`config.mk`:
```
export PLATFORM = sky130hd
export DESIGN_NAME = data_sram_ctrl_flat
export DESIGN_NICKNAME = d
export VERILOG_FILES = /design/src/rtl/data_sram_ctrl_if.sv /design/src/rtl/data_sram_ctrl.sv /design/src/flat_wrapper.sv
export SDC_FILE = /design/constraint.sdc
export NUM_CORES = 1
export LEC_CHECK = 0
export ABC_AREA = 1
export CAP_MARGIN = 30
export CELL_PAD_IN_SITES_DETAIL_PLACEMENT = 1
export CELL_PAD_IN_SITES_GLOBAL_PLACEMENT = 1
export CORE_MARGIN = 2
export CORE_UTILIZATION = 29
export CTS_CLUSTER_DIAMETER = 30
export DETAILED_ROUTE_END_ITERATION = 8
export GPL_TIMING_DRIVEN = 0
export PLACE_DENSITY = 0.86
export SYNTH_ARGS = -nofsm -noshare
export SYNTH_HDL_FRONTEND = slang
export SYNTH_SLANG_ARGS = --single-unit
export TNS_END_PERCENT = 30
```
`constraint.sdc`:
```
create_clock -name clk -period 4.1 [get_ports clk]
set_input_delay 1.025 -clock clk [delete_from_list [all_inputs] [get_ports clk]]
set_output_delay 1.025 -clock clk [all_outputs]
set_load 0.005 [all_outputs]
```
`src/rtl/data_sram_ctrl_if.sv`:
```
// Data SRAM bus: request channel with addr_ok/data_ok handshakes.
// The controller drives the master side, the memory the slave side.
interface data_sram_if;
  logic        req;
  logic        wr;
  logic [1:0]  size;
  logic [3:0]  wstrb;
  logic [31:0] addr;
  logic [31:0] wdata;
  logic        addr_ok;
  logic        data_ok;
  logic [31:0] rdata;

  modport master (output req, wr, size, wstrb, addr, wdata,
                  input  addr_ok, data_ok, rdata);
  modport slave  (input  req, wr, size, wstrb, addr, wdata,
                  output addr_ok, data_ok, rdata);
endinterface

```
`src/rtl/data_sram_ctrl.sv`:
```
// EX/MEM data-memory bridge: credit-limited issue, in-order response FIFO.
// Optional DSRAM_CANCEL_EN: flush discards responses still in flight.
module data_sram_ctrl #(
  parameter int OUTSTANDING_DEPTH = 2
) (
  input  logic        clk,
  input  logic        resetn,
  input  logic        es_req_valid,
  input  logic        es_req_wr,
  input  logic [1:0]  es_req_size,
  input  logic [31:0] es_req_addr,
  input  logic [31:0] es_req_wdata,
  output logic        es_req_ready,
  input  logic        flush,
  output logic        ms_resp_valid,
  output logic [31:0] ms_resp_rdata,
  input  logic        ms_resp_ack,
  output logic        ms_wait,
  data_sram_if.master data_sram
);
  localparam int D  = OUTSTANDING_DEPTH;
  localparam int CW = $clog2(D + 1);
  localparam int PW = (D > 1) ? $clog2(D) : 1;
  typedef logic [CW-1:0] cnt_t;

  cnt_t            cnt, inf, fcnt, dcnt;
  logic [PW-1:0]   wptr, rptr;
  logic [31:0]     mem [D];
  logic            hs, dok, ack_v, push, discard, cancel;

  function automatic logic [PW-1:0] nxt(input logic [PW-1:0] p);
    return (p == PW'(D - 1)) ? '0 : p + 1'b1;
  endfunction

  // Issue is gated by reset too so the bus sees no request during reset.
  assign data_sram.req   = resetn & es_req_valid & (cnt < cnt_t'(D)) & ~flush;
  assign data_sram.wr    = es_req_wr;
  assign data_sram.size  = es_req_size;
  assign data_sram.addr  = es_req_addr;
  assign hs              = data_sram.req & data_sram.addr_ok;
  assign es_req_ready    = hs;

  always_comb begin
    data_sram.wstrb = 4'b1111;
    data_sram.wdata = es_req_wdata;
    case (es_req_size)
      2'd0: begin
        data_sram.wstrb = 4'b0001 << es_req_addr[1:0];
        data_sram.wdata = {4{es_req_wdata[7:0]}};
      end
      2'd1: begin
        data_sram.wstrb = es_req_addr[1] ? 4'b1100 : 4'b0011;
        data_sram.wdata = {2{es_req_wdata[15:0]}};
      end
      default: ;
    endcase
    if (!es_req_wr) data_sram.wstrb = 4'b0000;
  end

  assign dok           = data_sram.data_ok & (inf != '0);
  assign ms_resp_valid = (fcnt != '0);
  assign ms_resp_rdata = ms_resp_valid ? mem[rptr] : '0;
  assign ack_v         = ms_resp_ack & ms_resp_valid;
  assign ms_wait       = (inf != '0);

`ifdef DSRAM_CANCEL_EN
  assign cancel  = flush;
  assign discard = dok & (dcnt != '0);

  always_ff @(posedge clk) begin
    if (!resetn)     dcnt <= '0;
    else if (cancel) dcnt <= inf - cnt_t'(dok);
    else             dcnt <= dcnt - cnt_t'(discard);
  end
`else
  assign cancel  = 1'b0;
  assign discard = 1'b0;
  assign dcnt    = '0;
`endif

  assign push = dok & ~discard & ~cancel;

  always_ff @(posedge clk) begin
    if (!resetn) begin
      cnt  <= '0;
      inf  <= '0;
      fcnt <= '0;
      wptr <= '0;
      rptr <= '0;
    end else if (cancel) begin
      // Buffered responses are dropped; only in-flight requests keep credits.
      inf  <= inf - cnt_t'(dok);
      cnt  <= inf - cnt_t'(dok);
      fcnt <= '0;
      wptr <= '0;
      rptr <= '0;
    end else begin
      inf  <= inf + cnt_t'(hs) - cnt_t'(dok);
      cnt  <= cnt + cnt_t'(hs) - cnt_t'(ack_v) - cnt_t'(discard);
      fcnt <= fcnt + cnt_t'(push) - cnt_t'(ack_v);
      if (push)  wptr <= nxt(wptr);
      if (ack_v) rptr <= nxt(rptr);
    end
  end

  always_ff @(posedge clk) begin
    if (push) mem[wptr] <= data_sram.rdata;
  end
endmodule

```
`src/flat_wrapper.sv`:
```
// flat-port wrapper written by rule: the top's interface ports become plain ports
module data_sram_ctrl_flat 
#(
  parameter int OUTSTANDING_DEPTH = 2
)
  (clk, resetn, es_req_valid, es_req_wr, es_req_size, es_req_addr, es_req_wdata, es_req_ready, flush, ms_resp_valid, ms_resp_rdata, ms_resp_ack, ms_wait, data_sram_req, data_sram_wr, data_sram_size, data_sram_wstrb, data_sram_addr, data_sram_wdata, data_sram_addr_ok, data_sram_data_ok, data_sram_rdata);
  data_sram_if data_sram_i ();
  input  logic clk;
  input  logic resetn;
  input  logic es_req_valid;
  input  logic es_req_wr;
  input  logic [1:0] es_req_size;
  input  logic [31:0] es_req_addr;
  input  logic [31:0] es_req_wdata;
  output logic es_req_ready;
  input  logic flush;
  output logic ms_resp_valid;
  output logic [31:0] ms_resp_rdata;
  input  logic ms_resp_ack;
  output logic ms_wait;
  output wire logic [$bits(data_sram_i.req)-1:0] data_sram_req;
  output wire logic [$bits(data_sram_i.wr)-1:0] data_sram_wr;
  output wire logic [$bits(data_sram_i.size)-1:0] data_sram_size;
  output wire logic [$bits(data_sram_i.wstrb)-1:0] data_sram_wstrb;
  output wire logic [$bits(data_sram_i.addr)-1:0] data_sram_addr;
  output wire logic [$bits(data_sram_i.wdata)-1:0] data_sram_wdata;
  input wire logic [$bits(data_sram_i.addr_ok)-1:0] data_sram_addr_ok;
  input wire logic [$bits(data_sram_i.data_ok)-1:0] data_sram_data_ok;
  input wire logic [$bits(data_sram_i.rdata)-1:0] data_sram_rdata;
  assign data_sram_req = data_sram_i.req;
  assign data_sram_wr = data_sram_i.wr;
  assign data_sram_size = data_sram_i.size;
  assign data_sram_wstrb = data_sram_i.wstrb;
  assign data_sram_addr = data_sram_i.addr;
  assign data_sram_wdata = data_sram_i.wdata;
  assign data_sram_i.addr_ok = data_sram_addr_ok;
  assign data_sram_i.data_ok = data_sram_data_ok;
  assign data_sram_i.rdata = data_sram_rdata;
  data_sram_ctrl #(.OUTSTANDING_DEPTH(OUTSTANDING_DEPTH)) u_core (.clk(clk), .resetn(resetn), .es_req_valid(es_req_valid), .es_req_wr(es_req_wr), .es_req_size(es_req_size), .es_req_addr(es_req_addr), .es_req_wdata(es_req_wdata), .es_req_ready(es_req_ready), .flush(flush), .ms_resp_valid(ms_resp_valid), .ms_resp_rdata(ms_resp_rdata), .ms_resp_ack(ms_resp_ack), .ms_wait(ms_wait), .data_sram(data_sram_i));
endmodule
```
==> summary.txt <==
Clock network
  – Hold Buf Count CTS: 0
  – Cts bufs inserted: 9
  – Root buf cell: clkbuf_16
  – CTS Sinks: 73
  – Clock transition at path regs: 0.06 ns
  – Post-CTS sizing: 0
  – Max clock buf depth: 2
  – CTS tree: done
  – Postcts setup bufs: 0
  – H-tree levels: 3
  – Skew-Pair Late Insertion Delay: between 0.3 and 0.4 ns

Die
  – Overall die area: roughly 13,000 sq um
  – Rows: 40
  – Initial Util: 0.299
  – Chip height: approximately 120 um
  – I/O Pins: 213
  – Core area: around 12,000 sq um
  – Chip width: about 120 um

Global routing
  – Largest net degree at the start of global routing: 22
  – First-pass GRT wire length: around 18 mm
  – GR Overflow Total: 0
  – GRT Total Usage: 0.178
  – Number of global-route vias before repair: roughly 3,700
  – Initial antenna violation count: 1

Outcome
  – Status: complete, no violations

STA
  – Tmin final: 3.73 ns
  – Final WS setup: 0.371 ns
  – Final Skew: between 0.002 and 0.0025 ns
  – Final-report hold violation count: 0
  – Final setup fails: 0
  – Setup TNS: 0 ns
  – Pins Over Slew Limit: 0
  – Fmax: around 0.27 GHz
  – Period utilization: 0.909
  – RSZ-0062 raised after global routing: no
  – Relative slew slack: 0.530
  – Slew of the pin with the lowest slew margin: roughly 0.70 ns

Yosys
  – Fraction of registers with async set/reset: 0
  – Top-count cell post-synth: nand2_1
  – Post-synth EDFFs: 64
  – Netlist cell types: 21
  – Mapped Nets: slightly below 500
  – #FFs+latches synth: 73
  – Cells after Synth: between 300 and 400
  – Yosys top cell area share: 0.531
  – Yosys top cell by area: edfxtp_1
  – Avg Synthesized Cell Area: roughly 9.6 sq um
  – Yosys warns: 0
  – Syn Std Cell Area: 3620 sq um
  – Commonest cells in the netlist: nand2_1, edfxtp_1, buf_4, a21oi_1, inv_1
  – Synth Flop Type: edfxtp_1
  – Sequential cell area fraction in the yosys report: 0.580
  – Synth area leaders: edfxtp_1, nand2_1, buf_4

Routing
  – Detail-routed net length per standard cell: roughly 16 um
  – Post-DR vias/cell: 4.45
  – Post-DRT Antenna Nets: 0
  – Via count: approximately 3,300
  – DRT iter0 DRCs: 83
  – Drt pass-1 iters: 4
  – DRC: 0
  – Final wirelength: 12.1 mm

Pwr
  – Maximum VDD drop: 0.000439 V
  – Leakage Power: approximately 0.0024 uW
  – Power Density: 508 nW/um^2

Placed design
  – DP HPWL: 9.73 mm
  – IO Port Bufs: 181
  – Gpl congestion: about 0.86
  – Worst slack, placed: around 0.38 ns

Worst setup path
  – CP Cell Sequence: clkdlybuf4s50_1, buf_6, inv_4, nand2_4, inv_2, nand2_1, nand3_1, clkdlybuf4s50_1
  – CP max stage cell: clkdlybuf4s50_1
  – CP most frequent cell: clkdlybuf4s50_1
  – Arrival @ worst endpoint: 2.70 ns
  – WS Path Type: in2out
  – Worst path bufs/invs: 5
  – CP Capture Type: output port
  – Startpoint types: input pin
  – Cell family with the largest share of critical-path delay: buffers and inverters
  – CP Max Fanout: 10
  – Worst Path Required: about 3 ns
  – Critical path's largest stage delay: slightly above 0.5 ns

Job
  – Max_cap viols: 0

Cells and area
  – N_diodes: 0
  – Layout cells sized above 1: 0.142
  – # nets final: around 700
  – Synth-to-Final Area Change: 66.1%

Hold path
  – Worst min path class: reg2reg
## logic make-up (layout without fill, tap and decap cells)
kind of cell,count (synthesis),count (layout),share of synthesized area
flops,73,73,0.580
simple gates,167,167,0.183
compound gates,44,44,0.0636
fa+ha+maj,6,6,0.0207
buf+inv,88,287,0.152
## state kept, by name (all words and copies together) (netlist names), named ones only
register	flops
u_core.wptr	1
u_core.rptr	1
u_core.mem	64
u_core.inf	2
u_core.fcnt	2
u_core.cnt	2
## worst paths after layout
kind / start / to / slack [ns] / cells past startpoint
min reg2reg: u_core.rptr / register / 0.55 / 2
max: es_req_size[1] / data_sram_wdata[24] / 0.37 / 8
min: u_core.rptr / register / 0.55 / 2
max reg2reg: u_core.fcnt[1] / u_core.fcnt[1] / 2.30 / 10
## per-stage QoR
step           hold WS [ns]  utilization  std cells  power, uW  instance area, sq um
3_5_place_dp          0.534        0.471        729       2270                  5710
5_1_grt               0.556        0.497        745       3250                  6020
3_3_place_gp          0.483        0.466        727       2170                  5640
2_1_floorplan         0.467            -        378       1540                  3620
6_report              0.553        0.497        745       3060                  6020
4_1_cts               0.553        0.497        745       3100                  6020
## final cells by class
cell class / count / area, sq um
tap: 168 / 210
fill: 1376 / 6090
buffer: 57 / 430
multi-input combinational: 217 / 977
inverter: 31 / 120
clock inverter: 7 / 85.1
timing repair buffer: 183 / 1870
sequential: 73 / 2100
clock buffer: 9 / 225
## worst min-delay path, delay by kind of cell, from the launching register on
family	cells	cell delay, ns
DFF	1	0.35
and+or+nand+nor	2	0.16
## per-layer routing
layer,part of all wire,vias to the layer above,global-route usage
li1,-,1573,-
met5,0.0016,-,0
met2,0.57,140,0.365
met1,0.32,1579,0.162
met3,0.084,24,0.0513
met4,0.025,2,0.0667
## cells in the final DEF (no fill, tap or decap)
master	count
clkbuf_16	9
buf_6	2
nand3_1	9
clkinv_2	3
dfxtp_1	9
nor2_2	2
bufinv_16	2
clkinv_1	2
nand2_1	136
inv_1	28
ha_1	6
o211ai_1	4
edfxtp_1	64
clkinvlp_4	1
o21ai_0	4
a21oi_1	35
inv_2	1
buf_4	53
inv_4	1
clkdlybuf4s50_1	181
nor2_1	16
o21ai_1	1
nor2_4	2
buf_2	2
buf_16	2
nor3_2	1
nand2_4	1
## power breakdown
part | total [uW] | internal, uW | leakage (uW) | switching (uW)
Combinational | 1230 | 639 | 0.00164 | 587
Clock | 822 | 526 | 0.000150 | 296
Sequential | 1010 | 955 | 0.000654 | 53.5
Total | 3060 | 2120 | 0.00245 | 936
Power figures use the tool's default switching activity.
